File: src/rtl/mac_lookup_arbiter_pkg.sv
// Shared Ethernet bus types and the card-local to global port translation used by the lookup arbiter.
package mac_lookup_arbiter_pkg;

    typedef logic [11:0] vlan_t;
    typedef logic [47:0] macaddr_t;

    // Callers truncate to their global port width, so the sum wraps modulo 2^width.
    function automatic logic [31:0] global_port(input logic [31:0] card,
                                                input logic [31:0] local_port,
                                                input logic [31:0] ports_per_card);
        return card * ports_per_card + local_port;
    endfunction

endpackage

File: src/rtl/lookup_tag_fifo.sv
// In-order register FIFO of requester tags; accepts push on a full FIFO when a pop happens the same cycle.
module lookup_tag_fifo #(
    parameter int DEPTH = 4,
    parameter int WIDTH = 1,
    localparam int CNT_W = $clog2(DEPTH) + 1
)(
    input  logic             i_clk,
    input  logic             i_rst_n,
    input  logic             i_push,
    input  logic [WIDTH-1:0] i_push_data,
    input  logic             i_pop,
    output logic [WIDTH-1:0] o_head,
    output logic [CNT_W-1:0] o_count,
    output logic             o_empty,
    output logic             o_full
);

    localparam int PTR_W = $clog2(DEPTH);

    logic [WIDTH-1:0] r_mem [DEPTH];
    logic [PTR_W-1:0] r_wr_ptr;
    logic [PTR_W-1:0] r_rd_ptr;
    logic [CNT_W-1:0] r_count;
    logic             w_push_ok;
    logic             w_pop_ok;

    assign o_empty   = (r_count == '0);
    assign o_full    = (r_count == CNT_W'(DEPTH));
    assign o_count   = r_count;
    assign o_head    = r_mem[r_rd_ptr];
    assign w_pop_ok  = i_pop & ~o_empty;
    assign w_push_ok = i_push & (~o_full | w_pop_ok);

    genvar gi;
    generate
        for (gi = 0; gi < DEPTH; gi++) begin : g_entry
            always_ff @(posedge i_clk or negedge i_rst_n) begin
                if (!i_rst_n) begin
                    r_mem[gi] <= '0;
                end else if (w_push_ok && (r_wr_ptr == PTR_W'(gi))) begin
                    r_mem[gi] <= i_push_data;
                end
            end
        end
    endgenerate

    // DEPTH is a power of two, so the pointers wrap on their own.
    always_ff @(posedge i_clk or negedge i_rst_n) begin
        if (!i_rst_n) begin
            r_wr_ptr <= '0;
            r_rd_ptr <= '0;
            r_count  <= '0;
        end else begin
            if (w_push_ok) r_wr_ptr <= r_wr_ptr + PTR_W'(1);
            if (w_pop_ok)  r_rd_ptr <= r_rd_ptr + PTR_W'(1);
            case ({w_push_ok, w_pop_ok})
                2'b10:   r_count <= r_count + CNT_W'(1);
                2'b01:   r_count <= r_count - CNT_W'(1);
                default: r_count <= r_count;
            endcase
        end
    end

endmodule

File: src/rtl/mac_lookup_arbiter.sv
// Round-robin sharing of one MAC table lookup port among line cards, with in-order result routing
// back to the requesting card and card-local to global source port translation.
module mac_lookup_arbiter
    import mac_lookup_arbiter_pkg::*;
#(
    parameter int NUM_CARDS        = 2,
    parameter int PORTS_PER_CARD   = 24,
    parameter int LOCAL_PORT_BITS  = 5,
    parameter int GLOBAL_PORT_BITS = 6,
    parameter int MAX_OUTSTANDING  = 4
)(
    input  logic                                       clk_fabric,
    input  logic                                       rst_n,
    input  logic [NUM_CARDS-1:0]                       req_valid,
    output logic [NUM_CARDS-1:0]                       req_ready,
    input  vlan_t [NUM_CARDS-1:0]                      req_vlan,
    input  macaddr_t [NUM_CARDS-1:0]                   req_src_mac,
    input  logic [NUM_CARDS-1:0][LOCAL_PORT_BITS-1:0]  req_src_port,
    input  macaddr_t [NUM_CARDS-1:0]                   req_dst_mac,
    output logic [NUM_CARDS-1:0]                       rsp_valid,
    output logic                                       rsp_hit,
    output logic [GLOBAL_PORT_BITS-1:0]                rsp_dst_port,
    output logic                                       tbl_lookup_en,
    output vlan_t                                      tbl_src_vlan,
    output macaddr_t                                   tbl_src_mac,
    output macaddr_t                                   tbl_dst_mac,
    output logic [GLOBAL_PORT_BITS-1:0]                tbl_src_port,
    input  logic                                       tbl_done,
    input  logic                                       tbl_hit,
    input  logic [GLOBAL_PORT_BITS-1:0]                tbl_dst_port,
    output logic                                       err_underflow
);

    localparam int TAG_W = (NUM_CARDS > 1) ? $clog2(NUM_CARDS) : 1;
    localparam int CNT_W = $clog2(MAX_OUTSTANDING) + 1;

    logic [TAG_W-1:0]            r_rr_ptr;
    logic                        r_tbl_lookup_en;
    vlan_t                       r_tbl_src_vlan;
    macaddr_t                    r_tbl_src_mac;
    macaddr_t                    r_tbl_dst_mac;
    logic [GLOBAL_PORT_BITS-1:0] r_tbl_src_port;
    logic [NUM_CARDS-1:0]        r_rsp_valid;
    logic                        r_rsp_hit;
    logic [GLOBAL_PORT_BITS-1:0] r_rsp_dst_port;
    logic                        r_err_underflow;

    logic [NUM_CARDS-1:0]        w_grant;
    logic [TAG_W-1:0]            w_grant_idx;
    logic                        w_found;
    logic [TAG_W:0]              w_scan_idx;
    logic                        w_hs;
    logic                        w_pop;
    logic                        w_underflow;
    logic [TAG_W-1:0]            w_fifo_head;
    logic [CNT_W-1:0]            w_fifo_count;
    logic                        w_fifo_empty;
    logic                        w_fifo_full;
    logic [NUM_CARDS-1:0]        w_head_onehot;
    logic [GLOBAL_PORT_BITS-1:0] w_gport [NUM_CARDS];

    genvar gi;
    generate
        for (gi = 0; gi < NUM_CARDS; gi++) begin : g_card
            assign w_gport[gi] = GLOBAL_PORT_BITS'(global_port(32'(gi), 32'(req_src_port[gi]),
                                                               32'(PORTS_PER_CARD)));
            assign w_head_onehot[gi] = (w_fifo_head == TAG_W'(gi));
        end
    endgenerate

    // Full is taken from the registered count only, so tbl_done never reaches req_ready.
    always_comb begin
        w_grant     = '0;
        w_grant_idx = '0;
        w_found     = 1'b0;
        w_scan_idx  = '0;
        if (!w_fifo_full) begin
            for (int k = 0; k < NUM_CARDS; k++) begin
                w_scan_idx = (TAG_W+1)'(r_rr_ptr) + (TAG_W+1)'(k);
                if (w_scan_idx >= (TAG_W+1)'(NUM_CARDS)) begin
                    w_scan_idx = w_scan_idx - (TAG_W+1)'(NUM_CARDS);
                end
                if (!w_found && req_valid[w_scan_idx[TAG_W-1:0]]) begin
                    w_found                          = 1'b1;
                    w_grant_idx                      = w_scan_idx[TAG_W-1:0];
                    w_grant[w_scan_idx[TAG_W-1:0]]   = 1'b1;
                end
            end
        end
    end

    assign req_ready   = w_grant & {NUM_CARDS{rst_n}};
    assign w_hs        = w_found & rst_n;
    assign w_pop       = tbl_done & ~w_fifo_empty;
    assign w_underflow = tbl_done & (w_fifo_count == '0);

    lookup_tag_fifo #(
        .DEPTH (MAX_OUTSTANDING),
        .WIDTH (TAG_W)
    ) u_tag_fifo (
        .i_clk       (clk_fabric),
        .i_rst_n     (rst_n),
        .i_push      (w_hs),
        .i_push_data (w_grant_idx),
        .i_pop       (tbl_done),
        .o_head      (w_fifo_head),
        .o_count     (w_fifo_count),
        .o_empty     (w_fifo_empty),
        .o_full      (w_fifo_full)
    );

    always_ff @(posedge clk_fabric or negedge rst_n) begin
        if (!rst_n) begin
            r_rr_ptr        <= '0;
            r_tbl_lookup_en <= 1'b0;
            r_tbl_src_vlan  <= '0;
            r_tbl_src_mac   <= '0;
            r_tbl_dst_mac   <= '0;
            r_tbl_src_port  <= '0;
        end else begin
            r_tbl_lookup_en <= w_hs;
            if (w_hs) begin
                r_rr_ptr       <= (w_grant_idx == TAG_W'(NUM_CARDS - 1)) ? '0
                                                                          : w_grant_idx + TAG_W'(1);
                r_tbl_src_vlan <= req_vlan[w_grant_idx];
                r_tbl_src_mac  <= req_src_mac[w_grant_idx];
                r_tbl_dst_mac  <= req_dst_mac[w_grant_idx];
                r_tbl_src_port <= w_gport[w_grant_idx];
            end
        end
    end

    // Result fields only move on a real pop so they hold between strobes.
    always_ff @(posedge clk_fabric or negedge rst_n) begin
        if (!rst_n) begin
            r_rsp_valid     <= '0;
            r_rsp_hit       <= 1'b0;
            r_rsp_dst_port  <= '0;
            r_err_underflow <= 1'b0;
        end else begin
            r_rsp_valid <= w_pop ? w_head_onehot : '0;
            if (w_pop) begin
                r_rsp_hit      <= tbl_hit;
                r_rsp_dst_port <= tbl_dst_port;
            end
            if (w_underflow) r_err_underflow <= 1'b1;
        end
    end

    assign tbl_lookup_en = r_tbl_lookup_en;
    assign tbl_src_vlan  = r_tbl_src_vlan;
    assign tbl_src_mac   = r_tbl_src_mac;
    assign tbl_dst_mac   = r_tbl_dst_mac;
    assign tbl_src_port  = r_tbl_src_port;
    assign rsp_valid     = r_rsp_valid;
    assign rsp_hit       = r_rsp_hit;
    assign rsp_dst_port  = r_rsp_dst_port;
    assign err_underflow = r_err_underflow;

endmodule

File: config.mk
export PLATFORM = sky130hd
export DESIGN_NAME = mac_lookup_arbiter
export DESIGN_NICKNAME = d
export VERILOG_FILES = /design/src/rtl/mac_lookup_arbiter_pkg.sv /design/src/rtl/lookup_tag_fifo.sv /design/src/rtl/mac_lookup_arbiter.sv
export SDC_FILE = /design/constraint.sdc
export NUM_CORES = 1
export LEC_CHECK = 0
export CAP_MARGIN = 20
export CORE_MARGIN = 2
export CORE_UTILIZATION = 36
export CTS_CLUSTER_DIAMETER = 60
export DETAILED_ROUTE_END_ITERATION = 8
export GPL_TIMING_DRIVEN = 0
export MAX_ROUTING_LAYER = met4
export PLACE_DENSITY_LB_ADDON = 0.1
export SLEW_MARGIN = 40
export SYNTH_ARGS = -nofsm -noshare
export SYNTH_HDL_FRONTEND = slang
export SYNTH_HIERARCHICAL = 1
export SYNTH_SLANG_ARGS = --single-unit
File: constraint.sdc
create_clock -name clk_fabric -period 2.7 [get_ports clk_fabric]
set_input_delay 0.405 -clock clk_fabric [delete_from_list [all_inputs] [get_ports clk_fabric]]
set_output_delay 0.405 -clock clk_fabric [all_outputs]
set_load 0.05 [all_outputs]
==> impl_metrics.toml <==
[power]
power_switching_uw = 6511
power.leakage_uw = 0.004578
power_frac_comb = 0.554
seq_power_share = 0.252
total_power_uw = 13920
total_internal_power_uw = 7410
vdd.ir_drop.worst_mv = 0.6492
power_switching_share = 0.4677
power_density_nw_per_um2 = 1193
p_clk_frac = 0.194

[drt]
route.final.wire_length_mm = 28.12
detailroute.via_count = 7657
route.detailed.drc = 0
vias_per_cell = 5.537
initialDrtViolationCount = 557
wl_per_cell_um = 20.33
ant_nets = 0
detailedRoute.firstPassIterationCount = 5

[floorplanning]
placementRows = 50
die_area_um2 = 20310
dieHeight_um = 142.5
floorplan.core_area_um2 = 18770
num_ports = 365
start_util = 0.3680
die-width_um = 142.5

[cells_and_area]
final_layout_size_suffix_gt1_frac = 0.1028
post-route-util = 0.6216
areaGrowthSynthToFinish_pct = 68.91
design.final.nets = 1381

[grt]
grt_pass1_wl_mm = 43.39
grt_total_ovfl = 0
first_global_vias = 7733
grt.total_usage = 0.2841
grt_start_max_net_pins = 67
grt_antenna_before_repair = 1

[placed_design]
dp.final_hpwl_mm = 20.25
gpl.final_weighted_congestion = 0.8491
portBuffers = 364
place_ws_ns = -0.7375

[timing]
final.hold.worst_slack_ns = -0.01029
final_min_period_over_clock_period = 0.9299
postLayoutSetupSlackWorst_ns = 0.1894
fin_skew_ns = 0.007426
setup_violations = 0
max-slew-margin-rel = 0.5969
drv_slew = 0
final_hold_viol_count = 4
timing_worst_slew_pin_value_ns = 0.6028
clock.fmax_mhz = 398.3
grt_setup_unrepaired = "false"
post-route-min-period_ns = 2.511
fin_tns_setup_ns = 0

[critical_path]
highest_net_fanout_along_the_worst_path = 20
r2r_start = "u_tag_fifo/o_count[1]$_DFFE_PN0P_"
timing.setup.critical_path_class = "reg2reg"
first_element_of_the_critical_path = "u_tag_fifo/o_count[1]$_DFFE_PN0P_"
endpoint_kind = "register"
cp.required_ns = 3.04
reg2reg_slack_ns = 0.19
rr_endpoint = "u_tag_fifo/o_count[2]$_DFFE_PN0P_"
setup.worst_path.end = "u_tag_fifo/o_count[2]$_DFFE_PN0P_"
worst-endpoint-arrival_ns = 2.85
reg2reg_path_depth = 13
cp-start-kind = "register"

[yosys]
cell_with_the_most_instances_after_synthesis = "sky130_fd_sc_hd__dfrtp_1"
ys_types = 43
synth.top_cells.by_area = "sky130_fd_sc_hd__dfrtp_1 (50%), sky130_fd_sc_hd__a31oi_1 (10%), sky130_fd_sc_hd__a21oi_1 (8.3%), sky130_fd_sc_hd__nand3_1 (8.1%), sky130_fd_sc_hd__o21ai_0 (7.2%)"
seq_area_frac_synth = 0.4964
net_count_after_synthesis = 993
fraction_of_registers_with_async_set_or_reset_after_synthesis = 1.000
yosys_top_cell_area_share = 0.4964
synth.yosys.warnings = 6
synth_commonest_cells = "sky130_fd_sc_hd__dfrtp_1 (137), sky130_fd_sc_hd__a21oi_1 (114), sky130_fd_sc_hd__a31oi_1 (112), sky130_fd_sc_hd__nand3_1 (112), sky130_fd_sc_hd__o21ai_0 (99)"
mappedNetlistArea_um2 = 6907
yosys_register_bits = 137
syn-mean-instance-area_um2 = 9.233
netlist_instances = 748
netlist.top_cell.by_area = "sky130_fd_sc_hd__dfrtp_1"
synth-edff-count = 0
synth_ff_type = "sky130_fd_sc_hd__dfrtp_1"

[status]
violations = "hold timing"
outcome = "complete, but fails checks"

[min_path]
class_of_the_worst_hold_path = "in2async"

[clock_network]
cts_root_buf = "sky130_fd_sc_hd__clkbuf_16"
cts_tree = "yes"
cts_max_path_buffers = 2
clock_insertion_delay_worst_skew_ns = 0.42
max_h_tree_level = 4
cts_buffers = 17
clk_pin_slew_ns = 0.06
count_of_clock_tree_sinks = 137

[flow_run]
drv_cap = 0
-- placed cells by master, fill, tap and decap left out, types with 2 or more instances in the layout --
master | netlist | layout
sky130_fd_sc_hd__clkbuf_2 | 5 | 5
sky130_fd_sc_hd__clkdlybuf4s50_1 | 0 | 361
sky130_fd_sc_hd__buf_16 | 0 | 3
sky130_fd_sc_hd__buf_6 | 9 | 11
sky130_fd_sc_hd__a31oi_1 | 112 | 112
sky130_fd_sc_hd__mux2_2 | 7 | 7
sky130_fd_sc_hd__clkbuf_1 | 29 | 28
sky130_fd_sc_hd__nand2b_1 | 2 | 2
sky130_fd_sc_hd__clkbuf_8 | 0 | 2
sky130_fd_sc_hd__buf_4 | 9 | 10
sky130_fd_sc_hd__buf_12 | 0 | 2
sky130_fd_sc_hd__o21ai_0 | 99 | 99
sky130_fd_sc_hd__nor2_1 | 6 | 6
sky130_fd_sc_hd__mux2_1 | 4 | 4
sky130_fd_sc_hd__bufinv_16 | 0 | 6
sky130_fd_sc_hd__ha_1 | 6 | 6
sky130_fd_sc_hd__nand2_1 | 6 | 6
sky130_fd_sc_hd__nand3_1 | 112 | 112
sky130_fd_sc_hd__a21oi_1 | 114 | 114
sky130_fd_sc_hd__clkinv_2 | 0 | 3
sky130_fd_sc_hd__xnor2_1 | 3 | 3
sky130_fd_sc_hd__inv_1 | 9 | 9
sky130_fd_sc_hd__nor2b_1 | 4 | 4
sky130_fd_sc_hd__o21ai_1 | 13 | 13
sky130_fd_sc_hd__buf_2 | 36 | 34
sky130_fd_sc_hd__xor2_1 | 3 | 3
sky130_fd_sc_hd__dfrtp_2 | 0 | 2
sky130_fd_sc_hd__and3_1 | 2 | 2
sky130_fd_sc_hd__clkbuf_16 | 0 | 17
sky130_fd_sc_hd__dfrtp_1 | 137 | 135
-- critical path, stage by stage, from the launching register on --
cell and delay, ns:
sky130_fd_sc_hd__dfrtp_2 0.45, sky130_fd_sc_hd__inv_1 0.11, sky130_fd_sc_hd__and3_1 0.20, sky130_fd_sc_hd__nor2b_1 0.06, sky130_fd_sc_hd__buf_4 0.16, sky130_fd_sc_hd__nand2_4 0.07, sky130_fd_sc_hd__inv_2 0.17, sky130_fd_sc_hd__nand2b_4 0.15
sky130_fd_sc_hd__ha_1 0.20, sky130_fd_sc_hd__inv_1 0.06, sky130_fd_sc_hd__fa_1 0.38, sky130_fd_sc_hd__xor2_1 0.15, sky130_fd_sc_hd__nor2_1 0.11, sky130_fd_sc_hd__xor2_1 0.15
-- routing by layer --
layer / wire [µm] / up-vias / global-route usage
li1: - / 3570 / -
met1: 11310 / 3681 / 0.3555
met2: 13660 / 345 / 0.4496
met3: 2269 / 61 / 0.06561
met4: 885 / 0 / 0.1079
met5: 0 / - / -
-- area by class of cell --
type                       count  area, µm²
multi-input combinational    512       2950
timing repair buffer         371       3791
fill                        1648       7102
tap                          234      292.8
clock inverter                12      220.2
clock buffer                  19      452.9
antenna                        1      2.502
inverter                      10      37.54
buffer                        87      488.0
sequential                   137       3431
-- repair_timing --
action                     CTS  global route
setup endpoints to repair    5             2
hold endpoints to repair    27             0
hold buffers                 4             0
setup buffers                0             1
resized for setup           14             1
-- how the worst min path moves through the flow --
stage	from	cells past startpoint	slack, ns	endpoint
final	rst_n	2	-0.01	tbl_src_mac[46]$_DFFE_PN0P_
after global placement	err_underflow$_DFFE_PN0P_	1	0.45	err_underflow$_DFFE_PN0P_
after global routing	rst_n	2	0.004	tbl_src_vlan[4]$_DFFE_PN0P_
after floorplan	rst_n	0	0.11	err_underflow$_DFFE_PN0P_
after CTS	rst_n	2	0.003	tbl_src_port[4]$_DFFE_PN0P_
after detailed placement	rst_n	1	0.28	tbl_src_vlan[5]$_DFFE_PN0P_
-- stage by stage --
stage	cell area [µm²]	instances	hold slack, ns
after global placement	10840	1346	0.4522
after detailed placement	10900	1348	0.2846
after global routing	11670	1383	0.003663
after floorplan	6907	748	0.1094
after CTS	11660	1382	0.002858
final	11670	1383	-0.01029
-- kinds of logic after synthesis --
kind of cell               after synthesis  synth area share
muxes                                   14           0.02482
adders and majority gates                7           0.01377
buffers and inverters                   99           0.07645
AOI/OAI and AO/OA                      343            0.2714
xor gates and xnor gates                 6          0.007610
DFF                                    137            0.4964
and+or+nand+nor                        142            0.1096
-- power by group through the flow --
stage	clock (µW)	combinational [µW]	sequential [µW]
floorplan	0	1960	6370
global placement	0	7640	3500
detailed placement	0	7680	3520
CTS	2730	7730	3500
global route	2820	8130	3620
finish	2710	7710	3500
-- flip-flops by register name (all words and copies together) (netlist names), 3 cells and up --
register and flops:
u_tag_fifo/o_count 3, tbl_dst_mac 48, tbl_src_vlan 12, u_tag_fifo/r_mem 4, tbl_src_mac 48, tbl_src_port 6
rsp_dst_port 6
(Power assumes the default switching activity.)
